<file path="src/rtl/frogger_lane_engine.sv">
// Game core for the frogger playfield: game FSM, NUM_LANES wrapping obstacle lanes,
// frog/obstacle collision, lives and level bookkeeping with registered outputs.
module frogger_lane_engine #(
   parameter int         NUM_LANES   = 5,
   parameter int         GRID_W      = 14,
   parameter int         COORD_W     = 6,
   parameter int         LANE_Y0     = 11,
   parameter logic [7:0] DIR_MASK    = 8'b01010101,
   parameter int         INIT_STRIDE = 3,
   parameter int         BASE_PERIOD = 4000000,
   parameter int         LANE_SKEW   = 300000,
   parameter int         LEVEL_STEP  = 400000,
   parameter int         MIN_PERIOD  = 1000000,
   parameter int         MAX_LEVEL   = 7,
   parameter int         START_LIVES = 3,
   parameter int         HIT_CYCLES  = 25000000
) (
   input  logic                         i_Clk,
   input  logic                         i_Rst,
   input  logic                         i_Game_Start,
   input  logic [COORD_W-1:0]           i_Frog_X,
   input  logic [COORD_W-1:0]           i_Frog_Y,
   input  logic                         i_Frog_Home,
   output logic [NUM_LANES*COORD_W-1:0] o_Car_X,
   output logic [NUM_LANES*COORD_W-1:0] o_Car_Y,
   output logic                         o_Collided,
   output logic                         o_Frog_Reset,
   output logic [1:0]                   o_Lives,
   output logic [2:0]                   o_Level,
   output logic [2:0]                   o_State,
   output logic                         o_Game_Active
);

   // The slowest lane at level 0 sets the step counter width.
   localparam int SLOW_PERIOD = BASE_PERIOD + (NUM_LANES - 1) * LANE_SKEW;
   localparam int MAX_PERIOD  = (SLOW_PERIOD > MIN_PERIOD) ? SLOW_PERIOD : MIN_PERIOD;
   localparam int CNT_W       = $clog2(MAX_PERIOD + 1);
   localparam int HIT_W       = $clog2(HIT_CYCLES + 1);

   typedef enum logic [2:0] {
      ST_IDLE      = 3'd0,
      ST_PLAY      = 3'd1,
      ST_HIT       = 3'd2,
      ST_GAME_OVER = 3'd3
   } state_t;

   state_t             state_reg, state_next;
   logic [1:0]         lives_reg, lives_next;
   logic [2:0]         level_reg, level_next;
   logic [HIT_W-1:0]   hit_cnt_reg, hit_cnt_next;
   logic               collided_reg, collided_next;
   logic               frog_reset_reg, frog_reset_next;
   logic               game_active_reg;

   logic               lane_init;
   logic               lane_run;
   logic               hit_detect;
   logic               hit_last;
   logic [NUM_LANES-1:0] lane_hit;

   // Step period for one lane at a given level, clamped so it never drops below the floor.
   function automatic logic [31:0] lane_period(input int lane, input logic [2:0] lvl);
      int raw;
      int red;
      raw = BASE_PERIOD + lane * LANE_SKEW;
      red = int'(lvl) * LEVEL_STEP;
      if (raw >= MIN_PERIOD + red) begin
         return 32'(raw - red);
      end
      return 32'(MIN_PERIOD);
   endfunction

   assign hit_detect = (state_reg == ST_PLAY) && (|lane_hit);
   assign hit_last   = (hit_cnt_reg == HIT_W'(HIT_CYCLES - 1));

   // State register and registered outputs.
   always_ff @(posedge i_Clk) begin
      if (i_Rst) begin
         state_reg       <= ST_IDLE;
         lives_reg       <= 2'(START_LIVES);
         level_reg       <= '0;
         hit_cnt_reg     <= '0;
         collided_reg    <= 1'b0;
         frog_reset_reg  <= 1'b0;
         game_active_reg <= 1'b0;
      end else begin
         state_reg       <= state_next;
         lives_reg       <= lives_next;
         level_reg       <= level_next;
         hit_cnt_reg     <= hit_cnt_next;
         collided_reg    <= collided_next;
         frog_reset_reg  <= frog_reset_next;
         game_active_reg <= (state_next == ST_PLAY);
      end
   end

   // Next-state logic.
   always_comb begin
      state_next = state_reg;
      case (state_reg)
         ST_IDLE, ST_GAME_OVER: begin
            if (i_Game_Start) begin
               state_next = ST_PLAY;
            end
         end
         ST_PLAY: begin
            if (hit_detect) begin
               state_next = (lives_reg <= 2'd1) ? ST_GAME_OVER : ST_HIT;
            end
         end
         ST_HIT: begin
            if (hit_last) begin
               state_next = ST_PLAY;
            end
         end
         default: state_next = ST_IDLE;
      endcase
   end

   // Output / datapath control; a collision takes priority over a same-cycle home pulse.
   always_comb begin
      collided_next   = hit_detect;
      frog_reset_next = 1'b0;
      lives_next      = lives_reg;
      level_next      = level_reg;
      hit_cnt_next    = hit_cnt_reg;
      lane_init       = 1'b0;
      lane_run        = 1'b0;
      case (state_reg)
         ST_IDLE, ST_GAME_OVER: begin
            if (i_Game_Start) begin
               lives_next      = 2'(START_LIVES);
               level_next      = '0;
               frog_reset_next = 1'b1;
               lane_init       = 1'b1;
            end
         end
         ST_PLAY: begin
            if (hit_detect) begin
               lives_next   = lives_reg - 2'd1;
               hit_cnt_next = '0;
            end else begin
               lane_run = 1'b1;
               if (i_Frog_Home) begin
                  frog_reset_next = 1'b1;
                  if (level_reg != 3'(MAX_LEVEL)) begin
                     level_next = level_reg + 3'd1;
                  end
               end
            end
         end
         ST_HIT: begin
            hit_cnt_next = hit_cnt_reg + HIT_W'(1);
            if (hit_last) begin
               frog_reset_next = 1'b1;
            end
         end
         default: ;
      endcase
   end

   generate
      for (genvar gi = 0; gi < NUM_LANES; gi++) begin : g_lane
         localparam logic [COORD_W-1:0] INIT_X = COORD_W'((gi * INIT_STRIDE) % GRID_W);
         localparam logic [COORD_W-1:0] LANE_Y = COORD_W'(LANE_Y0 - gi);
         localparam bit                 MOVE_RIGHT = DIR_MASK[gi];

         logic [COORD_W-1:0] car_x_reg;
         logic [COORD_W-1:0] car_x_step;
         logic [CNT_W-1:0]   cnt_reg;
         logic [31:0]        period;
         logic               step_due;

         always_comb begin
            period = lane_period(gi, level_reg);
         end

         // ">=" rather than "==" so a lane whose period just shrank below its count steps at once.
         assign step_due = (32'(cnt_reg) >= (period - 32'd1));

         if (MOVE_RIGHT) begin : g_right
            assign car_x_step = (car_x_reg == COORD_W'(GRID_W - 1)) ? '0 : car_x_reg + COORD_W'(1);
         end else begin : g_left
            assign car_x_step = (car_x_reg == '0) ? COORD_W'(GRID_W - 1) : car_x_reg - COORD_W'(1);
         end

         always_ff @(posedge i_Clk) begin
            if (i_Rst || lane_init) begin
               car_x_reg <= INIT_X;
               cnt_reg   <= '0;
            end else if (lane_run) begin
               if (step_due) begin
                  cnt_reg   <= '0;
                  car_x_reg <= car_x_step;
               end else begin
                  cnt_reg <= cnt_reg + CNT_W'(1);
               end
            end
         end

         assign lane_hit[gi] = (i_Frog_X == car_x_reg) && (i_Frog_Y == LANE_Y);
         assign o_Car_X[gi*COORD_W +: COORD_W] = car_x_reg;
         assign o_Car_Y[gi*COORD_W +: COORD_W] = LANE_Y;
      end
   endgenerate

   assign o_Collided    = collided_reg;
   assign o_Frog_Reset  = frog_reset_reg;
   assign o_Lives       = lives_reg;
   assign o_Level       = level_reg;
   assign o_State       = state_reg;
   assign o_Game_Active = game_active_reg;

endmodule

</file>
<file path="config.mk">
export PLATFORM = sky130hd
export DESIGN_NAME = frogger_lane_engine
export DESIGN_NICKNAME = d
export VERILOG_FILES = /design/src/rtl/frogger_lane_engine.sv
export SDC_FILE = /design/constraint.sdc
export NUM_CORES = 1
export LEC_CHECK = 0
export ABC_AREA = 1
export CORE_ASPECT_RATIO = 1.4
export CORE_MARGIN = 3
export CORE_UTILIZATION = 31
export DETAILED_ROUTE_END_ITERATION = 16
export PLACE_DENSITY = 0.51
export SLEW_MARGIN = 20
export SYNTH_ARGS = -nofsm -noshare
export SYNTH_HDL_FRONTEND = slang
export SYNTH_SLANG_ARGS = --single-unit
</file>
<file path="constraint.sdc">
create_clock -name i_Clk -period 5.7 [get_ports i_Clk]
set_clock_uncertainty 0.15 [all_clocks]
set_input_delay 0.855 -clock i_Clk [delete_from_list [all_inputs] [get_ports i_Clk]]
set_output_delay 0.855 -clock i_Clk [all_outputs]
set_load 0.01 [all_outputs]
</file>
* After elaboration in Yosys (flattened, before gate mapping)
Index checks and enable logic that the tools add are counted.
Storage, ports and cells: register bits after elaboration 181, latch bits 0, RAM bits 0, memory bits (read-only) 0, input bits 16, output and inout bits 71, word-level logic and storage cells 147, memories kept 0
Operators by class: add/subtract/negate cells 24, multipliers 1, div/mod/pow operators 0, order comparisons 11, equal/unequal tests 24, shift-type cells 0, muxes and demuxes 48, bitwise logic cells 0, reduce and logical (&&, ||, !) cells 22
Operators by type and width (count):
- 2-to-1 mux 32 bit | 10
- >= comparator 23 x 32 -> 1 bit | 5
- subtractor 32 x 1 -> 32 bit, second input constant | 5
- adder 23 x 1 -> 23 bit, second input constant | 5
- 2-to-1 mux 23 bit | 5
- >= comparator 24 x 32 -> 1 bit, first input constant | 3
- subtractor 24 x 32 -> 32 bit, first input constant | 3
- one-hot mux 25 bit (2 select lines) | 1
- == test 6 x 4 -> 1 bit, second input constant | 7
- >= comparator 23 x 32 -> 1 bit, first input constant | 1
- subtractor 23 x 32 -> 32 bit, first input constant | 1
- == test 6 bit | 5
- 2-to-1 mux 6 bit | 5
- adder 25 x 1 -> 25 bit, second input constant | 1
- == test 25 bit, second input constant | 1
- 2-to-1 mux 25 bit | 1
- subtractor 23 x 22 -> 24 bit, first input constant | 1
- adder 20 x 22 -> 23 bit, first input constant | 1
- >= comparator 23 bit, first input constant | 1
- 2-to-1 mux 3 bit | 7
- adder 6 x 1 -> 6 bit, second input constant | 3
- multiplier 3 x 12 -> 15 bit, second input constant | 1
- 2-to-1 mux 1 bit | 13
- logical NOT 6 bit | 2
- other kinds (24) | 42

* Longest topological paths before layout
Gate-level depths: netlist of the first run.
depth in word-level cells 8, mapped depth 41, depth with buffers taken out 38

* Least setup slack after synthesis of the first run
Ideal clock, no wire load.
kind register -> register, from register level_reg[0], in the netlist o_Level[0], to register g_lane[0].car_x_reg[1], library setup time 128 ps, arrival time 5378 ps, data required time 5422 ps, setup slack 44 ps, cell stages (with the launch flop) 42, buffers on the path 5, clock period less this slack 5656 ps, cell sequence dfxtp_1 > clkbuf_1 > inv_1 > clkbuf_1 > ha_1 > buf_6 > inv_4 > nand2_2 > nand2_2 > nand3_2 > nand2_1 > nand2_1 > nand2_1 > buf_6 > nand2_2 > nand3_2 > nand2_2 > nand2_1 > (+6 left out) > nand3_1 > or3_1 > xnor2_1 > ha_1 > nand4_1 > inv_1 > a21oi_1 > a21oi_1 > o311ai_0 > nand2_1 > a21o_1 > nand2_1 > nor2_2 > nand3_2 > buf_6 > nand2_1 > nand2_1 > nor2_1
Between the ends: longest elaborated chain between the ends 8, elaborated cells on any way between the ends 10, classes of those cells add/sub: 3; mul: 1; order compare: 2; mux: 3; reduce/logical: 1
Ends and longest elaborated chain:
- start: declaration | RTL line 49 | logic [2:0] level_reg, level_next;
- start signal: assignment | RTL line 89 | level_reg <= level_next;
- multiplier 3 x 12 -> 15 bit (*) | RTL line 66 | red = int'(lvl) * LEVEL_STEP;
- adder 20 x 22 -> 23 bit | RTL line 67 | if (raw >= MIN_PERIOD + red) begin
- >= comparator 23 x 32 -> 1 bit | RTL line 67
- 2-to-1 mux 1 bit | RTL line 67
- 2-to-1 mux 32 bit (*) | RTL line 70 | return 32'(MIN_PERIOD);
- subtractor 32 x 1 -> 32 bit (*) | RTL line 179 | assign step_due = (32'(cnt_reg) >= (period - 32'd1));
- >= comparator 23 x 32 -> 1 bit (*) | RTL line 179
- AND reduction 2 bit (no line) (*)
- end signal: assignment | RTL line 194 | car_x_reg <= car_x_step;
- end: declaration | RTL line 168 | logic [COORD_W-1:0] car_x_reg;
Mark *: on every way between the ends. The rest lies on a longest branch, timed or not. The select of a mux whose other input is x is not followed. A chain may end at the register's enable or synchronous reset.

* Final worst setup path of the first run
from register level_reg[1], in the netlist o_Level[1], to register g_lane[3].cnt_reg[3]
Between the ends: longest elaborated chain between the ends 8, elaborated cells on any way between the ends 10, classes of those cells add/sub: 3; mul: 1; order compare: 2; mux: 4
Ends and longest elaborated chain:
- multiplier 3 x 12 -> 15 bit (*) | RTL line 66
- adder 20 x 22 -> 23 bit | RTL line 67
- >= comparator 24 x 32 -> 1 bit | RTL line 67
- 2-to-1 mux 1 bit | RTL line 67
- 2-to-1 mux 32 bit (*) | RTL line 70
- subtractor 32 x 1 -> 32 bit (*) | RTL line 179
- >= comparator 23 x 32 -> 1 bit (*) | RTL line 179
- 2-to-1 mux 23 bit (*) | RTL line 192 | if (step_due) begin
- end signal: assignment | RTL line 196 | cnt_reg <= cnt_reg + CNT_W'(1);
- end: declaration | RTL line 170 | logic [CNT_W-1:0] cnt_reg;
Marks and branches as above.

==> results of run 1 <==
[worst paths after layout]
kind / endpoint / slack, ns / cells past startpoint
max: g_lane[3].cnt_reg[3]$_SDFFE_PP0P_ / 0.43 / 25
min: hit_cnt_reg[3]$_SDFFE_PP0P_ / 0.32 / 2
max reg2reg: g_lane[3].cnt_reg[3]$_SDFFE_PP0P_ / 0.43 / 25
min reg2reg: hit_cnt_reg[3]$_SDFFE_PP0P_ / 0.32 / 2
[area by class of cell]
cell class / count / area, sq um / area share [%]
Inverter: 297 / 1125 / 6.922
Tap cell: 611 / 764.5 / 4.705
Clock inverter: 13 / 146.4 / 0.9009
Timing Repair Buffer: 111 / 989.7 / 6.091
Clock buffer: 19 / 432.9 / 2.664
Sequential cell: 181 / 3625 / 22.31
Multi-Input combinational cell: 1610 / 9166 / 56.41
[cell families (layout without fill, tap and decap cells)]
logic type | Yosys count | in the layout | synth area share, %
compound gates | 254 | 254 | 10.56
xor+xnor | 113 | 113 | 6.985
fa+ha+maj | 124 | 124 | 11.06
buf+inv | 370 | 440 | 11.09
flops | 181 | 181 | 25.57
other cells | 2 | 32 | 0.05300
simple gates | 1087 | 1087 | 34.68
[worst max-delay path, delay by kind of cell, from the launching register on]
| kind | cells | cell delay (ns) |
|---|---|---|
| and+or+nand+nor | 10 | 1.85 |
| adders and majority gates | 3 | 0.87 |
| buffers and inverters | 7 | 0.73 |
| AOI/OAI and AO/OA | 3 | 0.66 |
| xor gates and xnor gates | 2 | 0.56 |
| DFF | 1 | 0.34 |
[timing repair]
action	4_1_cts	5_1_grt
hold buffers	0	0
setup endpoints to repair	0	105
gates resized for setup	0	25
setup buffers	0	3
[per-layer routing]
layer	vias to the layer above	part of all wire [%]	routed length [um]
met5	-	0	0
met4	0	2.8	1189
met1	6461	42	18120
li1	7129	-	-
met2	237	52	22620
met3	76	2.8	1194
[power by group through the flow]
| stage | clock network, mW | registers (mW) | logic (mW) |
|---|---|---|---|
| after floorplan | 0 | 1.30 | 0.235 |
| after global placement | 0 | 1.30 | 0.335 |
| after detailed placement | 0 | 1.30 | 0.339 |
| after CTS | 1.26 | 1.27 | 0.340 |
| after global routing | 1.31 | 1.27 | 0.381 |
| final | 1.21 | 1.27 | 0.342 |
[stage by stage]
stage	utilization (%)	instance area, sq um	setup TNS [ns]	power [mW]
after detailed placement	34.49	15560	0	1.640
after floorplan	-	14280	0	1.538
after global routing	36.01	16250	-0.03879	2.960
after global placement	34.49	15560	0	1.636
after CTS	35.78	16140	0	2.872
final	36.01	16250	0	2.828
[layout by cell type, fill, tap and decap left out, types with 27 or more instances in the layout]
cell / netlist / layout
o21ai_0: 60 / 60
a21oi_1: 108 / 107
buf_4: 32 / 53
inv_1: 266 / 265
xor2_1: 91 / 91
ha_1: 122 / 120
nor2_1: 259 / 254
nand3_1: 140 / 139
nor3_1: 74 / 72
inv_2: 27 / 27
nand2_1: 435 / 432
dfxtp_1: 181 / 180
conb_1: 2 / 32
nand4_1: 72 / 72
clkdlybuf4s50_1: 0 / 56
==> results.ini, run 1 <==
[synthesis]
synth.most_common_cell = nand2_1
netlist_area_sq_um = 14170
yosys_warnings = 0
syn_inst = 2131
seq_area_frac_synth_pct = 25.57
synthArstFlopShare_pct = 0
ys.flop_type = dfxtp_1
synth_top_cell_by_area = dfxtp_1
ys_top_cells_by_area = dfxtp_1 (26%), nand2_1 (12%), ha_1 (11%), inv_1 (7.0%), nor2_1 (6.9%)
synth-edff-count = 0
synth_common_cells = nand2_1 (435), inv_1 (266), nor2_1 (259)
yosysUniqueCellTypes = 60
postSynthAreaPerCell_sq_um = 6.649
ys_ff_latch = 181
yosys.area.top_type_share_pct = 25.57

[timing]
tightestPinTransition_ns = 0.8625
setup_violations = 0
worst_slack_ns = 0.4268
fin_crit_ns = 5.273
relSlewSlack_pct = 42.44
drv_slew = 0
hold_slack_ns = 0.3203
fmaxAchievable_mhz = 189.6
fin_crit_sh_pct = 92.51
hold_viol_final = 0

[clocking]
numCtsBuffers = 17
cts_sinks = 181
clk_latency_ns = 0.45
clkTransAtPathRegs_ns = 0.07
clk_path_buf_depth = 2
cts_root_buf = clkbuf_16
h-tree-depth = 4
tritoncts = yes

[power]
swShare_pct = 28.16
seq_power_share_pct = 45.0
peakVddDrop_uv = 152.5
p_int_mw = 2.031
p_sw_mw = 0.7965
p_leak_nw = 6.998
powerDensity_nw_per_um2 = 174.0
power_frac_comb_pct = 12.1
power_frac_clock_pct = 42.9

[floorplanning]
die_h_um = 259.0
rows = 92
core-area_sq_um = 45120
die_x_um = 186.7
start_util_pct = 31.40
io_pins = 87
die_area_sq_um = 48340

[cells_and_area]
nets = 2358
antenna_cells = 0
area_delta_synth_final_pct = 14.69
largest_reg_flops = 115
final_cells = 2842
fillers = 4911
drive_gt1_share_pct = 9.054

[worst_setup_path]
r2r_start = o_Level[1]$_SDFFE_PP0P_
startpoint_type = flop
crit_type = reg -> reg
end_kind = flop
worstPathMaxFanout = 22
cpMaxStageDelayCell = nor2_1
slowest_delay_ns = 0.39
worstPathRequired_ns = 5.92
startpoint = o_Level[1]$_SDFFE_PP0P_
arrival_ns = 5.49

[place]
dp_slack_ns = 0.05886
dp_hpwl_mm = 33.77
gp_congestion = 0.9387
placedCellCount = 2807
portBuffers = 56

[routing]
drc = 0
wl_per_cell_um = 15.17
drt-pass1-iter-count = 5
drt_iter0_drc = 764
ant_nets = 0
wirelength_mm = 43.12
viasPerCell = 4.892
vias = 13900

[worst_hold_path]
worstHoldStart = hit_cnt_reg[3]$_SDFFE_PP0P_
min-delay-path-class = reg -> reg

[global_route]
grt_first_pass_wirelength_mm = 69.62
grt_start_max_net_pins = 36
globalRoute.busiestLayer = met2
grt_use_total_pct = 17.59
use_met2_pct = 33.69
met3_usage_pct = 2.350
grt_pass1_vias = 13640
overflow = 0
antenna_found_initial = 0
met1_usage_pct = 19.62

[run]
cap_viol_max_count = 0

[run_status]
status = complete, no violations

Power figures use the tool's default switching activity.
==> inputs of run 2 (changes only) <==
Settings changed: CELL_PAD_IN_SITES_DETAIL_PLACEMENT set to 1, CELL_PAD_IN_SITES_GLOBAL_PLACEMENT set to 1, PLACE_DENSITY 0.51 to 0.65.
==> results.ini, run 2 (synthesis results as in run 1) <==
[clocking]
clk_latency_ns = 0.46  ; about the same
clk_path_buf_depth = 2  ; unchanged
clkTransAtPathRegs_ns = 0.07  ; about the same
hold_buffers = 0  ; unchanged
numCtsBuffers = 17  ; unchanged
cts_root_buf = clkbuf_16
tritoncts = yes
cts_sinks = 181  ; unchanged
h-tree-depth = 4  ; unchanged

[power]
p_int_mw = 1.967  ; -3.2%
power_frac_comb_pct = 12.6  ; +0.5 points
p_leak_nw = 7.046  ; +0.69%
p_sw_mw = 0.8327  ; +4.6%
seq_power_share_pct = 45.4  ; +0.4 points
peakVddDrop_uv = 176.5  ; +16%
swShare_pct = 29.74  ; +1.6 points
powerDensity_nw_per_um2 = 170.7  ; -1.9%
power_frac_clock_pct = 42.0  ; -0.9 points

[routing]
wl_per_cell_um = 16.35  ; +7.7%
vias = 14280  ; +2.7%
viasPerCell = 5.004  ; +2.3%
drt-pass1-iter-count = 4  ; -1
ant_nets = 0  ; unchanged
wirelength_mm = 46.66  ; +8.2%
drc = 0  ; unchanged
drt_iter0_drc = 520  ; -32%

[cells_and_area]
final_cell_mix = nand2_1 (432), inv_1 (263), nor2_1 (250), dfxtp_1 (179), nand3_1 (136)
multiInputGateArea_sq_um = 9245  ; +0.86%
drive_gt1_share_pct = 10.03  ; +0.98 points
antenna_cells = 0  ; unchanged
fillers = 5811  ; +18%
ff_latch_area_sq_um = 3626  ; about the same
final_common_cell = nand2_1
largest_reg_flops = 115  ; unchanged
area_delta_synth_final_pct = 15.75
nets = 2370  ; +0.51%
utilization_pct = 36.34  ; +0.33 points

[timing]
fin_crit_ns = 5.356  ; +0.08326 ns
hold_slack_ns = 0.3191  ; -0.001173 ns
fmaxAchievable_mhz = 186.7  ; -1.6%
fin_crit_sh_pct = 93.97  ; +1.5 points
hold_viol_final = 0  ; unchanged
drv_slew = 0  ; unchanged
tightestPinTransition_ns = 0.9202  ; +0.05771 ns
setup_violations = 0  ; unchanged
relSlewSlack_pct = 38.59  ; -3.9 points
rsz0062_at_grt = true

[global_route]
grt_pass1_vias = 15240  ; +12%
grt_first_pass_wirelength_mm = 76.38  ; +9.7%
grt_start_max_net_pins = 36  ; unchanged
met3_usage_pct = 2.742  ; +0.39 points
use_met2_pct = 37.41  ; +3.7 points
globalRoute.busiestLayer = met2
grt_use_total_pct = 19.17  ; +1.6 points
antenna_found_initial = 0  ; unchanged
met1_usage_pct = 20.45  ; +0.83 points
overflow = 0  ; unchanged

[floorplanning]
io_pins = 87  ; unchanged
die_h_um = 259.0  ; unchanged
start_util_pct = 31.40  ; unchanged
die_area_sq_um = 48340  ; unchanged
rows = 92  ; unchanged
core-area_sq_um = 45120  ; unchanged
die_x_um = 186.7  ; unchanged

[worst_setup_path]
arrival_ns = 5.51  ; +0.02 ns
cpMaxStageDelayCell = or3_4
slowest_delay_ns = 0.35  ; -0.04 ns
crit_type = reg -> reg
crit_top_cell = nand2_1
end_kind = flop
worstPathRequired_ns = 5.85  ; -0.07 ns
worstPathMaxFanout = 9  ; -59%
startpoint_type = flop

[run]
cap_viol_max_count = 0  ; unchanged

[place]
portBuffers = 56  ; unchanged
gp_congestion = 0.9012  ; -4.0%
dp_hpwl_mm = 37.21  ; +10%

[worst_hold_path]
min-delay-path-class = reg -> reg

[run_status]
status = complete, no violations

run 2: per-layer routing:
| layer | vias up | routed length (um) |
|---|---|---|
| met5 | - | 0 |
| met4 | 0 | 1538 |
| met3 | 89 | 1098 |
| met2 | 187 | 24740 |
| met1 | 6873 | 19280 |
| li1 | 7133 | - |
run 2: final cells by class:
type	count	share of cell area, %
Clock buffer	19	2.701
Clock inverter	13	0.6867
Inverter	297	6.859
Multi-Input combinational cell	1611	56.37
Sequential cell	181	22.11
Tap cell	611	4.662
Timing Repair Buffer	122	6.607
run 2: final timing paths:
path,from,endpoint,slack [ns],cells after the start
max,o_Level[1]$_SDFFE_PP0P_,g_lane[0].car_x_reg[2]$_SDFFE_PP0P_,0.34,35
min,hit_cnt_reg[3]$_SDFFE_PP0P_,hit_cnt_reg[3]$_SDFFE_PP0P_,0.32,2
max reg2reg,o_Level[1]$_SDFFE_PP0P_,g_lane[0].car_x_reg[2]$_SDFFE_PP0P_,0.34,35
min reg2reg,hit_cnt_reg[3]$_SDFFE_PP0P_,hit_cnt_reg[3]$_SDFFE_PP0P_,0.32,2
run 2: stage by stage:
| step | cells | setup WS, ns | area, sq um | setup TNS (ns) | power [mW] |
|---|---|---|---|---|---|
| 6_report | 2854 | 0.3435 | 16400 | 0 | 2.800 |
| 5_1_grt | 2854 | -0.06501 | 16400 | -0.5120 | 2.932 |
| 4_1_cts | 2847 | 0.03968 | 16190 | 0 | 2.847 |
| 3_5_place_dp | 2815 | -0.06671 | 15630 | -0.3097 | 1.645 |
| 3_3_place_gp | 2815 | 0.1899 | 15630 | 0 | 1.637 |
| 2_1_floorplan | 2161 | 0.04422 | 14280 | 0 | 1.538 |
run 2: worst max-delay path, delay by kind of cell (launching register included):
family                   cells  cell delay, ns
AND/OR/NAND/NOR             20            2.43
adder cells (fa/ha/maj)      3            0.83
buffers and inverters        6            0.68
AO/OA/AOI/OAI                5            0.63
flip-flops                   1            0.34
XOR/XNOR                     1            0.15
run 2: what timing repair did:
action	in CTS	in global routing
setup endpoints to repair	17	118
setup buffers	0	6
pin swaps	0	4
cloned	0	1
gates resized for setup	2	40
run 2: power groups by stage:
stage / sequential [mW] / clock, mW / combinational [mW]
2_1_floorplan: 1.30 / 0 / 0.235
3_3_place_gp: 1.30 / 0 / 0.336
3_5_place_dp: 1.30 / 0 / 0.343
4_1_cts: 1.27 / 1.23 / 0.345
5_1_grt: 1.27 / 1.26 / 0.397
6_report: 1.27 / 1.18 / 0.353
